### config.mk
export PLATFORM = sky130hd
export DESIGN_NAME = cordic_rot_iter_flat
export DESIGN_NICKNAME = d
export VERILOG_FILES = /design/src/rtl/cordic_rot_iter_if.sv /design/src/rtl/cordic_rot_iter.sv /design/src/flat_wrapper.sv
export SDC_FILE = /design/constraint.sdc
export NUM_CORES = 1
export LEC_CHECK = 0
export CORE_ASPECT_RATIO = 0.9
export CORE_UTILIZATION = 35
export CTS_CLUSTER_SIZE = 28
export DETAILED_ROUTE_END_ITERATION = 12
export RECOVER_POWER = 50
export SETUP_SLACK_MARGIN = 0.02
export SYNTH_ARGS = -nofsm -noshare
export SYNTH_HDL_FRONTEND = slang
export SYNTH_SLANG_ARGS = --single-unit
### constraint.sdc
create_clock -name clk -period 9.25 [get_ports clk]
set_clock_uncertainty 0.2 [all_clocks]
set_input_delay 1.3875 -clock clk [delete_from_list [all_inputs] [get_ports clk]]
set_output_delay 1.3875 -clock clk [all_outputs]
set_load 0.01 [all_outputs]
### src/rtl/cordic_rot_iter_if.sv
// Handshake bundle for the iterative rotation-mode CORDIC.
// The master side supplies polar operands and consumes rectangular results.
interface cordic_rot_iter_if #(
  parameter int BITSIZE = 16
);
  logic               in_valid;
  logic               in_ready;
  logic [BITSIZE-1:0] r_in;
  logic [BITSIZE-1:0] theta_in;
  logic               out_valid;
  logic               out_ready;
  logic [BITSIZE:0]   x_out;
  logic [BITSIZE:0]   y_out;

  modport master (
    output in_valid, r_in, theta_in, out_ready,
    input  in_ready, out_valid, x_out, y_out
  );

  modport slave (
    input  in_valid, r_in, theta_in, out_ready,
    output in_ready, out_valid, x_out, y_out
  );
endinterface

### src/rtl/cordic_rot_iter.sv
// Iterative rotation-mode CORDIC: (r, theta) -> (r*cos, r*sin).
// One micro-rotation per clock, a single operation in flight, valid/ready on both sides.
module cordic_rot_iter #(
  parameter int          BITSIZE = 16,
  parameter int          ITERS   = 16,
  parameter logic [15:0] KINV    = 16'h26DD
) (
  input  logic             clk,
  input  logic             rst_n,
  cordic_rot_iter_if.slave bus
);

  typedef enum logic [1:0] {IDLE, PRE, ITER, DONE} state_t;

  localparam int XW = BITSIZE + 2;
  localparam logic [3:0] CNT_LAST = 4'(ITERS - 1);
  // +/- pi/2 in Q2.14
  localparam logic signed [BITSIZE-1:0] THETA_LIM = BITSIZE'(25736);
  localparam logic signed [XW-1:0] SAT_HI = XW'((2 ** BITSIZE) - 1);
  localparam logic signed [XW-1:0] SAT_LO = -SAT_HI;

  // atan(2^-i) in Q2.14, entry 0 in the low 16 bits
  localparam logic [255:0] ATAN_PACKED = {
    16'h0000, 16'h0001, 16'h0002, 16'h0004, 16'h0008, 16'h0010, 16'h0020, 16'h0040,
    16'h0080, 16'h0100, 16'h0200, 16'h03FF, 16'h07F5, 16'h0FAE, 16'h1DAC, 16'h3244
  };

  logic [15:0] atan_tab [16];

  generate
    for (genvar gi = 0; gi < 16; gi++) begin : g_atan
      assign atan_tab[gi] = ATAN_PACKED[gi*16 +: 16];
    end
  endgenerate

  state_t                    state_reg;
  logic [BITSIZE-1:0]        r_reg;
  logic signed [BITSIZE-1:0] theta_reg;
  logic signed [XW-1:0]      x_reg, y_reg;
  logic signed [BITSIZE-1:0] z_reg;
  logic [3:0]                cnt_reg;
  logic                      out_valid_reg;
  logic signed [BITSIZE:0]   x_out_reg, y_out_reg;

  logic signed [BITSIZE-1:0] theta_s, theta_clamped;
  logic [BITSIZE+15:0]       prod;
  logic signed [XW-1:0]      x_pre;
  logic signed [XW-1:0]      x_sh, y_sh, x_rot, y_rot;
  logic signed [BITSIZE-1:0] atan_i, z_rot;

  // Clip the incoming angle to +/- pi/2 so the rotation always converges
  assign theta_s = $signed(bus.theta_in);
  always_comb begin
    theta_clamped = theta_s;
    if (theta_s > THETA_LIM) begin
      theta_clamped = THETA_LIM;
    end else if (theta_s < -THETA_LIM) begin
      theta_clamped = -THETA_LIM;
    end
  end

  // Gain-compensated start vector: r * KINV in Q0.14, truncated
  assign prod  = (BITSIZE+16)'(r_reg) * (BITSIZE+16)'(KINV);
  assign x_pre = $signed(XW'(prod >> 14));

  // One micro-rotation, direction picked by the sign of the residual angle
  assign x_sh   = x_reg >>> cnt_reg;
  assign y_sh   = y_reg >>> cnt_reg;
  assign atan_i = $signed(BITSIZE'(atan_tab[cnt_reg]));
  always_comb begin
    if (!z_reg[BITSIZE-1]) begin
      x_rot = x_reg - y_sh;
      y_rot = y_reg + x_sh;
      z_rot = z_reg - atan_i;
    end else begin
      x_rot = x_reg + y_sh;
      y_rot = y_reg - x_sh;
      z_rot = z_reg + atan_i;
    end
  end

  function automatic logic signed [BITSIZE:0] sat(input logic signed [XW-1:0] v);
    if (v > SAT_HI) begin
      return SAT_HI[BITSIZE:0];
    end else if (v < SAT_LO) begin
      return SAT_LO[BITSIZE:0];
    end
    return v[BITSIZE:0];
  endfunction

  // Control FSM and datapath registers; outputs only move when a result is published
  always_ff @(posedge clk or negedge rst_n) begin
    if (!rst_n) begin
      state_reg     <= IDLE;
      r_reg         <= '0;
      theta_reg     <= '0;
      x_reg         <= '0;
      y_reg         <= '0;
      z_reg         <= '0;
      cnt_reg       <= '0;
      out_valid_reg <= 1'b0;
      x_out_reg     <= '0;
      y_out_reg     <= '0;
    end else begin
      case (state_reg)
        IDLE: begin
          if (bus.in_valid) begin
            r_reg     <= bus.r_in;
            theta_reg <= theta_clamped;
            state_reg <= PRE;
          end
        end
        PRE: begin
          x_reg     <= x_pre;
          y_reg     <= '0;
          z_reg     <= theta_reg;
          cnt_reg   <= '0;
          state_reg <= ITER;
        end
        ITER: begin
          x_reg   <= x_rot;
          y_reg   <= y_rot;
          z_reg   <= z_rot;
          cnt_reg <= cnt_reg + 4'd1;
          if (cnt_reg == CNT_LAST) begin
            state_reg <= DONE;
          end
        end
        DONE: begin
          if (!out_valid_reg) begin
            x_out_reg     <= sat(x_reg);
            y_out_reg     <= sat(y_reg);
            out_valid_reg <= 1'b1;
          end else if (bus.out_ready) begin
            out_valid_reg <= 1'b0;
            state_reg     <= IDLE;
          end
        end
        default: state_reg <= IDLE;
      endcase
    end
  end

  assign bus.in_ready  = (state_reg == IDLE);
  assign bus.out_valid = out_valid_reg;
  assign bus.x_out     = x_out_reg;
  assign bus.y_out     = y_out_reg;

endmodule

### src/flat_wrapper.sv
// flat-port wrapper written by rule: the top's interface ports become plain ports
module cordic_rot_iter_flat 
#(
  parameter int          BITSIZE = 16,
  parameter int          ITERS   = 16,
  parameter logic [15:0] KINV    = 16'h26DD
)
  (clk, rst_n, bus_in_valid, bus_r_in, bus_theta_in, bus_out_ready, bus_in_ready, bus_out_valid, bus_x_out, bus_y_out);
  cordic_rot_iter_if #(.BITSIZE(BITSIZE)) bus_i ();
  input  logic clk;
  input  logic rst_n;
  input wire logic [$bits(bus_i.in_valid)-1:0] bus_in_valid;
  input wire logic [$bits(bus_i.r_in)-1:0] bus_r_in;
  input wire logic [$bits(bus_i.theta_in)-1:0] bus_theta_in;
  input wire logic [$bits(bus_i.out_ready)-1:0] bus_out_ready;
  output wire logic [$bits(bus_i.in_ready)-1:0] bus_in_ready;
  output wire logic [$bits(bus_i.out_valid)-1:0] bus_out_valid;
  output wire logic [$bits(bus_i.x_out)-1:0] bus_x_out;
  output wire logic [$bits(bus_i.y_out)-1:0] bus_y_out;
  assign bus_i.in_valid = bus_in_valid;
  assign bus_i.r_in = bus_r_in;
  assign bus_i.theta_in = bus_theta_in;
  assign bus_i.out_ready = bus_out_ready;
  assign bus_in_ready = bus_i.in_ready;
  assign bus_out_valid = bus_i.out_valid;
  assign bus_x_out = bus_i.x_out;
  assign bus_y_out = bus_i.y_out;
  cordic_rot_iter #(.BITSIZE(BITSIZE), .ITERS(ITERS), .KINV(KINV)) u_core (.clk(clk), .rst_n(rst_n), .bus(bus_i));
endmodule
## Word-level counts from Yosys, hierarchy flattened

Memories as Yosys holds them, arrays and structs flattened.
Cells that the tools add are included.

- Shifts and indexed selects: 2
- Multiplexer cells: 32
- Multiply operators: 1
- $add $sub $neg: 7
- Bitwise gates (word level): 2
- Eq/ne operators: 8
- Magnitude comparators: 7
- Reduce and logical (&&, ||, !) cells: 5

Operator list:

| operator | count |
|---|---|
| 2-to-1 mux 17 bit | 6 |
| 2-to-1 mux 16 bit | 5 |
| one-hot mux 18 bit (2 select lines) | 2 |
| adder 18 bit | 2 |
| greater-than comparator 18 x 17 -> 1 bit (second input constant) | 2 |
| less-than comparator 18 x 17 -> 1 bit (second input constant) | 2 |
| 2-to-1 mux 18 bit | 2 |
| >>> shifter 18 x 4 -> 18 bit | 2 |
| subtractor 18 bit | 2 |
| one-hot mux 16 bit (2 select lines) | 1 |
| multiplier 16 x 14 -> 30 bit (second input constant) | 1 |
| adder 16 bit | 1 |
| greater-than comparator 16 bit (second input constant) | 1 |
| less-than comparator 16 bit (second input constant) | 1 |
| subtractor 16 bit | 1 |
| 2-to-1 mux 1 bit | 10 |
| 2-to-1 mux 2 bit | 4 |
| one-hot mux 2 bit (4 select lines) | 1 |
| one-hot mux 4 bit (2 select lines) | 1 |
| >= comparator 5 bit (second input constant) | 1 |
| NOT 4 -> 5 bit | 1 |
| adder 4 x 1 -> 4 bit (second input constant) | 1 |
| equality test 2 bit (second input constant) | 2 |
| equality test 4 bit (second input constant) | 1 |
| other kinds (8) | 11 |

- Bits in registers: 125
- Bits of input ports: 36
- Logic and storage cells: 75
- Output and inout port bits: 36
- Memory bits (read-only): 256
- Memories kept: 1

Memory list:

| name | words | width | read ports | clocked after memory_dff | wr ports | RTL line | text |
|---|---|---|---|---|---|---|---|
| (no name shown) | 16 | 16 | 1 | 0 | 0 | cordic_rot_iter.sv:69 | `assign atan_i = $signed(BITSIZE'(atan_tab[cnt_reg]));` |

## Logic depth before layout (Yosys ltp)

- Word-level depth: 7
- Gate-level depth with buffers: 23
- Gate-level depth less buffers: 23

## Worst setup path before layout

No wires, ideal clock.

- Path type: register -> register
- From: reg u_core.r_reg[7]
- To: reg u_core.x_reg[15]
- Period minus slack after synthesis: 5,885 ps
- Slack: 3,365 ps
- Setup time: 99 ps
- Buffers on the path: 0
- Required time: 8,951 ps
- Arrival: 5,585 ps
- Cell stages (with the launch flop): 23
- Cell sequence: dfrtp_1 inv_1 fa_1 inv_1 ha_1 inv_1 fa_1 inv_1 fa_1 fa_1 inv_1 fa_1 inv_1 ha_1 and4_1 nand4_1 o211a_1 a211oi_1 o21ai_0 a21oi_1 a211oi_1 xor2_1 a311oi_1

- Word-level cells in the longest chain between the ends: 2

RTL lines:

| element | RTL line | text |
|---|---|---|
| start, declared | cordic_rot_iter.sv:37 | `logic [BITSIZE-1:0] r_reg;` |
| start signal, assigned | cordic_rot_iter.sv:108 | `r_reg <= bus.r_in;` |
| multiplier 16 x 14 -> 30 bit | cordic_rot_iter.sv:63 | `assign prod = (BITSIZE+16)'(r_reg) * (BITSIZE+16)'(KINV);` |
| one-hot mux 18 bit (2 select lines) | cordic_rot_iter.sv:105 | `case (state_reg)` |
| end signal, assigned | cordic_rot_iter.sv:114 | `x_reg <= x_pre;` |
| end signal, assigned | cordic_rot_iter.sv:121 | `x_reg <= x_rot;` |
| end, declared | cordic_rot_iter.sv:39 | `logic signed [XW-1:0] x_reg, y_reg;` |

No other way between the ends.
A chain may end at the register's enable or synchronous reset.

## Final worst setup path

Same ends and word-level chain as after synthesis.

==> reports/metrics.yaml <==
timing:
  slew_headroom_pct: -129
  setup_viol_count_final: 0
  layout_setup_ws_ns: 2.81
  period_minus_slack_ns: 6.44
  drv_slew: 110
  fmax_ghz: 0.155
  final.setup.tns_ns: 0
  hold_violations: 0
  rsz0062_at_grt: "false"
  tightestPinTransition_ns: 3.43
  hold_ws_ns: 0.274
  finalCritPeriodShare_pct: 69.6
detailed_routing:
  route.detailed.drc: 0
  vias_per_cell: 5.34
  first_pass_iters: 7
  drt-initial-drc-count: 788
  totalWireLength_microns: 38000
  vias: 12000
  drt-wirelength-per-cell_microns: 16.9
  final_antenna_net_count: 0
setup_path:
  path_common_cell: "inv_1"
  worst_setup_path_start_kind: "flip-flop"
  cp.arrival_ns: 6.59
  critPathSlowestCell: "fa_1"
  cpPeakStageDelay_ns: 0.55
  crit_buf_inv: 6
  crit_chain: "inv_1, fa_1, inv_1, ha_1, inv_1, fa_1, inv_1, fa_1, fa_1, inv_1, fa_1, inv_1, ha_1, and4_1, nand4_1, o211a_1, a211oi_1, o21ai_0, a21oi_1, a211oi_1, xor2_1, a311oi_1"
  required_ns: 9.40
  critical_path_class: "reg2reg"
  crit_path_end_kind: "flip-flop"
  ff2ff_path_depth: 22
  critical_path.max_fanout: 5
  cpLargestDelayFamily: "adder cells"
  cp.depth: 22
yosys:
  synth_compound_area_share_pct: 16.7
  synth_top_cell_area_share_pct: 21.0
  synth_mux_area_share_pct: 9.81
  synth_largest_area_cell: "dfrtp_1"
  synth_xor_area_share_pct: 5.12
  synth-seq-area-share_pct: 21.0
  yosysWarnings: 0
  synth_area_per_cell_sq_um: 8.97
  ys_top_cells_by_area: "dfrtp_1 21%, ha_1 15%, fa_1 12%"
  synth_edf_count: 0
  yosysMostFrequentCell: "inv_1"
  synth_top_family_by_area: "adder cells"
  ys_ff_latch: 125
  synth.net_count: 1965
  netlist-cell-type-count: 80
  synth-simple-area-share_pct: 11.9
  netlist_area_sq_um: 14900
  synthTopCellsByCount: "218 x inv_1, 179 x ha_1, 149 x nor2_1"
  synthArstFlopShare_pct: 100
  syn-instance-count: 1658
  synth-main-ff-cell: "dfrtp_1"
  synth_adder_area_share_pct: 27.5
outcome:
  status: "finished, violations left"
  violations: "max-capacitance violations, max-slew violations"
cts:
  clkLatencyLatePin_ns: 0.45
  cts_sinks: 125
  cts_setup_buffers: 0
  hold_buffers: 0
  htreeDepth: 4
  cts_inserted_buffers: 17
  clock_tree.root_cell: "clkbuf_16"
  clkTransAtPathRegs_ns: 0.06
  clockBufferDepth: 2
  cts_tree: "yes"
  cts-resized-gates: 0
floorplan:
  io_pins: 72
  die_h_microns: 198
  die-width_microns: 219
  row_count: 71
  initial_core_util_pct: 35.5
  fp.coreArea_sq_um: 41800
  die_area_sq_um: 43300
layout:
  syn_to_final_growth_pct: 12.4
  regArea_sq_um: 3130
  antennaDiodeCount: 0
  final_nets: 1997
  drive_gt1_share_pct: 6.87
  n_fill_cell: 4230
  multi_input_area_sq_um: 10600
global_routing:
  grt_pass1_wl_microns: 63200
  grt-ovfl-total: 0
  track_usage_pct: 18.5
  antenna_found_initial: 2
  grt_pass1_vias: 11900
  grt_max_degree: 78
worst_hold_path:
  holdCritPathClass: "reg2reg"
  min_path_cells: 2
placed_design:
  dp_hpwl_microns: 29400
  gp_congestion: 0.862
  io_buffers: 71
  pre_cts_slack_ns: 2.79
flow_run:
  max-cap-violations: 2
## layout make-up
cell class,instances,share of cell area (%)
Clock inverter,12,1.39
Multi-Input combinational cell,1240,63.3
Clock buffer,20,2.73
Timing Repair Buffer,85,4.82
Sequential cell,125,18.7
Inverter,221,4.96
Tap cell,547,4.09
## layout by cell type (no fill, tap or decap), types with 14 or more instances in the layout
| cell | count |
|---|---|
| a31oi_1 | 22 |
| o21a_1 | 14 |
| clkbuf_16 | 17 |
| fa_1 | 92 |
| xnor2_1 | 51 |
| a21oi_1 | 111 |
| ha_1 | 177 |
| mux2i_1 | 40 |
| a21o_1 | 23 |
| nor2b_1 | 15 |
| o21ai_0 | 120 |
| nand2_1 | 119 |
| mux4_2 | 36 |
| nand3_1 | 16 |
| inv_1 | 218 |
| nor2_1 | 149 |
| nor3_1 | 20 |
| xor2_1 | 36 |
| clkdlybuf4s50_1 | 68 |
| mux2_2 | 14 |
| dfrtp_1 | 121 |
## kinds of logic (layout without fill, tap and decap cells)
group / Yosys count / count (layout)
XOR/XNOR: 87 / 87
flip-flops: 125 / 125
multiplexers: 94 / 94
adder cells (fa/ha/maj): 272 / 272
AO/OA/AOI/OAI: 398 / 398
buffers and inverters: 293 / 338
AND/OR/NAND/NOR: 389 / 389
## path summary, 6_finish.rpt
check	slack [ns]	start	to
max	2.81	u_core.r_reg[7]$_DFFE_PN0P_	u_core.x_reg[15]$_DFFE_PN0P_
min	0.27	u_core.bus.x_out[13]$_DFFE_PN0P_	u_core.bus.x_out[13]$_DFFE_PN0P_
max reg2reg	2.81	u_core.r_reg[7]$_DFFE_PN0P_	u_core.x_reg[15]$_DFFE_PN0P_
min reg2reg	0.27	u_core.bus.x_out[13]$_DFFE_PN0P_	u_core.bus.x_out[13]$_DFFE_PN0P_
max in group asynchronous	4.64	rst_n	u_core.r_reg[13]$_DFFE_PN0P_
min in group asynchronous	1.89	rst_n	u_core.bus.y_out[7]$_DFFE_PN0P_
## worst min-delay path: cells and delay by family (launching register included)
family,cells,cell delay [ns]
AO/OA/AOI/OAI,1,0.06
flip-flops,1,0.34
AND/OR/NAND/NOR,1,0.04
## routing by layer
layer	global-route usage [%]	vias to the layer above	part of all wire (%)
li1	-	5810	-
met1	26.6	5874	49
met2	28.5	302	44
met3	3.60	26	5.5
met4	4.22	2	1.0
met5	0	-	0.026
## through the flow
stage               cell area [sq um]  std cells  util [%]
floorplan                       14900       1658         -
global placement                16000       2218      38.3
detailed placement              16000       2218      38.3
CTS                             16700       2250      40.0
global route                    16700       2250      39.9
finish                          16700       2250      39.9
Power is left out: the tool's default activity adds up to more than one toggle a clock period on the data nets, which glitch-free logic cannot reach.
